$ cat src/rtl/imem_loader_pkg.sv
// Shared types and constants for the instruction-memory program loader.
package imem_loader_pkg;

  typedef enum logic [2:0] {
    S_IDLE,
    S_HDR,
    S_LOAD,
    S_CHK,
    S_DONE,
    S_ERR
  } state_t;

  localparam int WORD_BYTES = 4;
  localparam int BYTE_CNT_W = $clog2(WORD_BYTES);

  // Byte address of word idx in an image based at base.
  function automatic logic [31:0] word_addr(input logic [31:0] base, input logic [31:0] idx);
    return base + (idx << 2);
  endfunction

endpackage

$ cat src/rtl/imem_loader_assembler.sv
// Big-endian byte-to-word assembler; word_valid pulses combinationally with the
// 4th accepted byte, and word already includes that byte.
module byte_word_assembler
  import imem_loader_pkg::*;
(
  input  logic        clk,
  input  logic        rst,
  input  logic        clr,
  input  logic        en,
  input  logic [7:0]  din,
  output logic [31:0] word,
  output logic        word_valid
);

  logic [BYTE_CNT_W-1:0] cnt;
  logic [23:0]           shreg;

  assign word       = {shreg, din};
  assign word_valid = en && (cnt == BYTE_CNT_W'(WORD_BYTES - 1));

  // Counter wraps 3->0 on word completion, so no explicit clear is needed there.
  always_ff @(posedge clk) begin
    if (rst || clr) begin
      cnt   <= '0;
      shreg <= '0;
    end else if (en) begin
      cnt   <= cnt + 1'b1;
      shreg <= {shreg[15:0], din};
    end
  end

endmodule

$ cat src/rtl/imem_loader.sv
// Length-prefixed byte-stream loader for the instruction memory; holds the core
// in reset while loading. Optional trailing XOR checksum: LOADER_CHECKSUM_EN.
module imem_loader
  import imem_loader_pkg::*;
#(
  parameter int          ADDR_WIDTH = 8,
  parameter logic [31:0] BASE_ADDR  = 32'h0
) (
  input  logic                Clock,
  input  logic                Reset,
  input  logic                Start,
  input  logic [7:0]          RxByte,
  input  logic                RxValid,
  output logic                RxReady,
  output logic                MemWrEn,
  output logic [31:0]         MemWrAddr,
  output logic [31:0]         MemWrData,
  output logic                CpuHold,
  output logic                Done,
  output logic                Error,
  output logic [ADDR_WIDTH:0] WordCount
);

  localparam logic [32:0] CAPACITY = 33'(1) << ADDR_WIDTH;

  state_t              state;
  logic [ADDR_WIDTH:0] nwords;
  logic                accept;
  logic                restart;
  logic                word_valid;
  logic [31:0]         word;
  logic                last_word;
`ifdef LOADER_CHECKSUM_EN
  logic [31:0]         csum;
`endif

  assign accept    = RxValid && RxReady;
  assign restart   = Start && (state inside {S_IDLE, S_DONE, S_ERR});
  assign last_word = ((WordCount + 1'b1) == nwords);

  byte_word_assembler u_asm (
    .clk        (Clock),
    .rst        (Reset),
    .clr        (restart),
    .en         (accept),
    .din        (RxByte),
    .word       (word),
    .word_valid (word_valid)
  );

  always_ff @(posedge Clock) begin
    if (Reset) begin
      state     <= S_IDLE;
      RxReady   <= 1'b0;
      MemWrEn   <= 1'b0;
      MemWrAddr <= BASE_ADDR;
      MemWrData <= '0;
      CpuHold   <= 1'b0;
      Done      <= 1'b0;
      Error     <= 1'b0;
      WordCount <= '0;
      nwords    <= '0;
`ifdef LOADER_CHECKSUM_EN
      csum      <= '0;
`endif
    end else begin
      MemWrEn <= 1'b0;
      if (restart) begin
        state     <= S_HDR;
        RxReady   <= 1'b1;
        CpuHold   <= 1'b1;
        Done      <= 1'b0;
        Error     <= 1'b0;
        WordCount <= '0;
`ifdef LOADER_CHECKSUM_EN
        csum      <= '0;
`endif
      end else begin
        case (state)
          S_HDR: if (word_valid) begin
            if (word == 32'h0) begin
              state   <= S_DONE;
              RxReady <= 1'b0;
              CpuHold <= 1'b0;
              Done    <= 1'b1;
            end else if ({1'b0, word} > CAPACITY) begin
              state   <= S_ERR;
              RxReady <= 1'b0;
              Error   <= 1'b1;
            end else begin
              state  <= S_LOAD;
              nwords <= word[ADDR_WIDTH:0];
            end
          end
          S_LOAD: if (word_valid) begin
            MemWrEn   <= 1'b1;
            MemWrAddr <= word_addr(BASE_ADDR, 32'(WordCount));
            MemWrData <= word;
            WordCount <= WordCount + 1'b1;
`ifdef LOADER_CHECKSUM_EN
            csum      <= csum ^ word;
            if (last_word) state <= S_CHK;
`else
            if (last_word) begin
              state   <= S_DONE;
              RxReady <= 1'b0;
              CpuHold <= 1'b0;
              Done    <= 1'b1;
            end
`endif
          end
`ifdef LOADER_CHECKSUM_EN
          // Checksum word is compared only, never written; a bad image keeps the core held.
          S_CHK: if (word_valid) begin
            RxReady <= 1'b0;
            if (word == csum) begin
              state   <= S_DONE;
              CpuHold <= 1'b0;
              Done    <= 1'b1;
            end else begin
              state <= S_ERR;
              Error <= 1'b1;
            end
          end
`endif
          default: ;
        endcase
      end
    end
  end

endmodule

$ cat config.mk
export PLATFORM = sky130hd
export DESIGN_NAME = imem_loader
export DESIGN_NICKNAME = d
export VERILOG_FILES = /design/src/rtl/imem_loader_pkg.sv /design/src/rtl/imem_loader_assembler.sv /design/src/rtl/imem_loader.sv
export SDC_FILE = /design/constraint.sdc
export NUM_CORES = 1
export LEC_CHECK = 0
export ABC_AREA = 1
export BUFFER_PORTS_ARGS = -buffer_cell sky130_fd_sc_hd__buf_2
export CAP_MARGIN = 20
export CORE_MARGIN = 2
export CORE_UTILIZATION = 48
export DETAILED_ROUTE_END_ITERATION = 16
export PLACE_DENSITY = 0.72
export SYNTH_ARGS = -nofsm -noshare
export SYNTH_HDL_FRONTEND = slang
export SYNTH_HIERARCHICAL = 1
export SYNTH_SLANG_ARGS = --single-unit
$ cat constraint.sdc
create_clock -name Clock -period 2.45 [get_ports Clock]
set_clock_uncertainty 0.05 [all_clocks]
set_input_delay 0.1225 -clock Clock [delete_from_list [all_inputs] [get_ports Clock]]
set_output_delay 0.1225 -clock Clock [all_outputs]
set_load 0.02 [all_outputs]
==> qor.tcl <==
set qor(status) {finished clean}
set qor(synth_cell_types) 33
set qor(fmax_mhz) 492
set qor(timing_worst_setup_path_type) {flip-flop to flip-flop}
set qor(cts_hold_repair.buffers) 1
set qor(syn-cell-area_mm2) 0.00439
set qor(net_count_reported_at_finish) 698
set qor(cts_post_setup_buffers_inserted) 0
set qor(chipHeight_um) 99.6
set qor(period_share_pct) 83.0
set qor(met2WireLength_um) 4620
set qor(fin_worst_hold_slack_ns) 0.0119
set qor(path_cells) {ha_1 -> nand2_2 -> nor2_1 -> nand2_1 -> nand2_2 -> nand2_2 -> nand2_1 -> nand2_1 -> nor2_2 -> nand3_2 -> nand2_4 -> nand3_2 -> nand2_1 -> nand2_1 -> nor2_1}
set qor(routed_via_density) 4.91
set qor(drt_pre_antenna_iters) 5
set qor(global_route_wire_length_before_repair_um) 16600
set qor(cts_sinks) 93
set qor(drt-wirelength-per-cell_um) 12.3
set qor(grt_start_max_net_pins) 53
set qor(io_pins) 90
set qor(antenna_violation_net_count_after_detailed_routing) 0
set qor(cts_tree) {yes}
set qor(routabilityCongestion) 0.902
set qor(max_cap_violations) 0
set qor(total_switching_power_uw) 1130
set qor(worst-path-buf-inv) 0
set qor(setup-tns-final_ns) 0
set qor(first_global_vias) 3620
set qor(worst_max_slew_pin_slew_ns) 0.673
set qor(ctsResizeCount) 0
set qor(critical_path.most_common_cell) {sky130_fd_sc_hd__nand2_1}
set qor(maxSlewViolCount) 0
set qor(cell_internal_pwr_uw) 2310
set qor(cts_inserted_buffers) 9
set qor(highest-signal-layer) {met4}
set qor(critical_path.top_delay_family) {simple AND/OR/NAND/NOR gates}
set qor(master_cell_of_the_clock_root_buffer) {sky130_fd_sc_hd__clkbuf_8}
set qor(cts_max_path_buffers) 2
set qor(clkLatencyLatePin_ns) 0.36
set qor(critPathArrivalTime_ns) 2.28
set qor(finalCoreUtilization_pct) 54.6
set qor(hold_viol) 0
set qor(most_frequent_standard_cell_in_the_layout_excluding_fill_and_tap_cells) {sky130_fd_sc_hd__nor2_1}
set qor(setup-violations-final) 0
set qor(cpMaxStageDelayCell) {sky130_fd_sc_hd__dfxtp_1}
set qor(combinationalPowerShare_pct) 20.7
set qor(placement_stage_worst_setup_slack_ns) 0.448
set qor(drc) 0
set qor(grt_antenna_before_repair) 0
set qor(met3RoutedLength_um) 528
set qor(synth.ff_latch_count) 93
set qor(port_buf_inserts) 66
set qor(final_cell_mix) {163 x sky130_fd_sc_hd__nor2_1, 108 x sky130_fd_sc_hd__nand2_1, 93 x sky130_fd_sc_hd__dfxtp_1}
set qor(post-layout-total-power_uw) 3440
set qor(rsz_0062_raised_after_global_routing) {no}
set qor(grtUsageTotal_pct) 20.5
set qor(power_per_cell_area_mw_per_mm2) 716
set qor(fp-row-count) 34
set qor(initial_standard_cell_utilization_of_the_core_pct) 49.8
set qor(hpwl_um) 7030
set qor(drt-met1-wl_um) 4590
set qor(h-tree-depth) 3
set qor(power_switching_share_pct) 32.8
set qor(clk_pin_slew_ns) 0.09
set qor(timing.max_slew.rel_slack_pct) 55.1
set qor(seq_power_share_pct) 48.5
set qor(crit_path_max_fanout) 7
set qor(ir_worst_vdd_mv) 0.335
set qor(dieArea_mm2) 0.00993
set qor(ys_async_sr_fraction_pct) 0
set qor(synth_enable_flop_cells) 0
set qor(leakage_uw) 0.00239
set qor(critical_path.max_stage_delay_ns) 0.48
set qor(setup.worst_path.start_class) {flip-flop}
set qor(synth_flop_cell) {sky130_fd_sc_hd__dfxtp_1}
set qor(drive_above_1_share_pct) 16.5
set qor(synth.yosys.seq_area_share_pct) 42.4
set qor(post_synth_inst_count) 636
set qor(crit_required_ns) 2.70
set qor(dr.first_iter.drc_count) 194
set qor(floorplan.die.width_um) 99.6
set qor(layout_min_cycle_time_ns) 2.03
set qor(synth.avg_cell_area_um2) 6.90
set qor(reg2reg_slack_ns) 0.42
set qor(cp-end-kind) {flip-flop}
set qor(area_growth_syn_to_layout_pct) 9.58
set qor(route.vias.total) 3913
set qor(worst_hold_path_type) {primary input to flip-flop}
set qor(finalWirelength_um) 9840
set qor(share_clk_of_total_power_pct) 30.9
set qor(final.setup.worst_slack_ns) 0.417
set qor(grt_overflow_total) 0
set qor(synthesis.yosys.warnings) 6
set qor(antennaDiodeCount) 0
set qor(placeableCoreArea_mm2) 0.00881
## cells by family (layout without fill, tap and decap cells)
logic type                 count (synthesis)  count (layout)  synth area share, %
xor gates and xnor gates                   1               1                0.200
AOI/OAI and AO/OA                         86              86                 10.5
other                                      1              23               0.0854
DFF                                       93              93                 42.4
buffers and inverters                    127             158                 14.5
and+or+nand+nor                          326             326                 31.7
adders and majority gates                  2               2                0.570
## final timing paths
check | cells past startpoint | startpoint | to
worst max register to register | 15 | WordCount[0] | CpuHold
worst min register to register | 2 | RxReady | RxReady
worst min-delay path | 3 | RxByte[3] | MemWrData[3]
worst max-delay path | 15 | WordCount[0] | CpuHold
## power groups by stage
stage | Combinational (uW) | Sequential [uW] | Clock (uW)
floorplan | 616 | 1710 | 0
global placement | 692 | 1700 | 0
detailed placement | 705 | 1710 | 0
CTS | 711 | 1670 | 1090
global route | 821 | 1680 | 1140
finish | 712 | 1670 | 1060
## state kept, by name, indices dropped and copies added (netlist names)
signal       flops
RxReady          1
WordCount        9
state            3
nwords           9
Done             1
Error            1
MemWrData       32
u_asm/shreg     24
MemWrAddr        9
CpuHold          1
u_asm/cnt        2
MemWrEn          1
## metal layers
metal	up-vias	GRT usage, %
li1	2008	-
met1	1781	28.4
met3	9	3.87
met5	-	0
met4	0	5.80
met2	115	32.7
## through the flow
stage	instances	instance area [um^2]
6_report	797	4810
5_1_grt	797	4810
4_1_cts	797	4810
3_5_place_dp	780	4600
3_3_place_gp	780	4600
2_1_floorplan	658	4470
## worst reg2reg max path: stages (launching register included)
cell,delay [ns]
sky130_fd_sc_hd__dfxtp_1,0.48
sky130_fd_sc_hd__ha_1,0.28
sky130_fd_sc_hd__nand2_2,0.11
sky130_fd_sc_hd__nor2_1,0.15
sky130_fd_sc_hd__nand2_1,0.08
sky130_fd_sc_hd__nand2_2,0.08
sky130_fd_sc_hd__nand2_2,0.05
sky130_fd_sc_hd__nand2_1,0.07
sky130_fd_sc_hd__nand2_1,0.06
sky130_fd_sc_hd__nor2_2,0.12
sky130_fd_sc_hd__nand3_2,0.09
sky130_fd_sc_hd__nand2_4,0.10
sky130_fd_sc_hd__nand3_2,0.07
sky130_fd_sc_hd__nand2_1,0.06
sky130_fd_sc_hd__nand2_1,0.04
sky130_fd_sc_hd__nor2_1,0.08
## layout make-up
type                       count  area (um^2)
inverter                      71          267
fill                         887         4000
clock inverter                 7         80.1
multi-input combinational    438         1970
timing repair buffer          71          370
clock buffer                   9          124
sequential                    93         1860
tap                          108          135
## synthesized netlist by cell type (6+ instances only)
cell type	n	area share, %
sky130_fd_sc_hd__nor2_1	163	14
sky130_fd_sc_hd__nand2_1	108	9.2
sky130_fd_sc_hd__dfxtp_1	93	42
sky130_fd_sc_hd__inv_1	67	5.7
sky130_fd_sc_hd__o21ai_0	52	5.9
sky130_fd_sc_hd__buf_4	35	6.0
sky130_fd_sc_hd__a21oi_1	22	2.5
sky130_fd_sc_hd__nand3_1	22	2.5
sky130_fd_sc_hd__clkbuf_1	11	0.94
sky130_fd_sc_hd__nand2_2	10	1.4
sky130_fd_sc_hd__a211oi_1	7	1.2
sky130_fd_sc_hd__nand4_1	6	0.86
No activity file was read; power rests on OpenSTA's default activity.
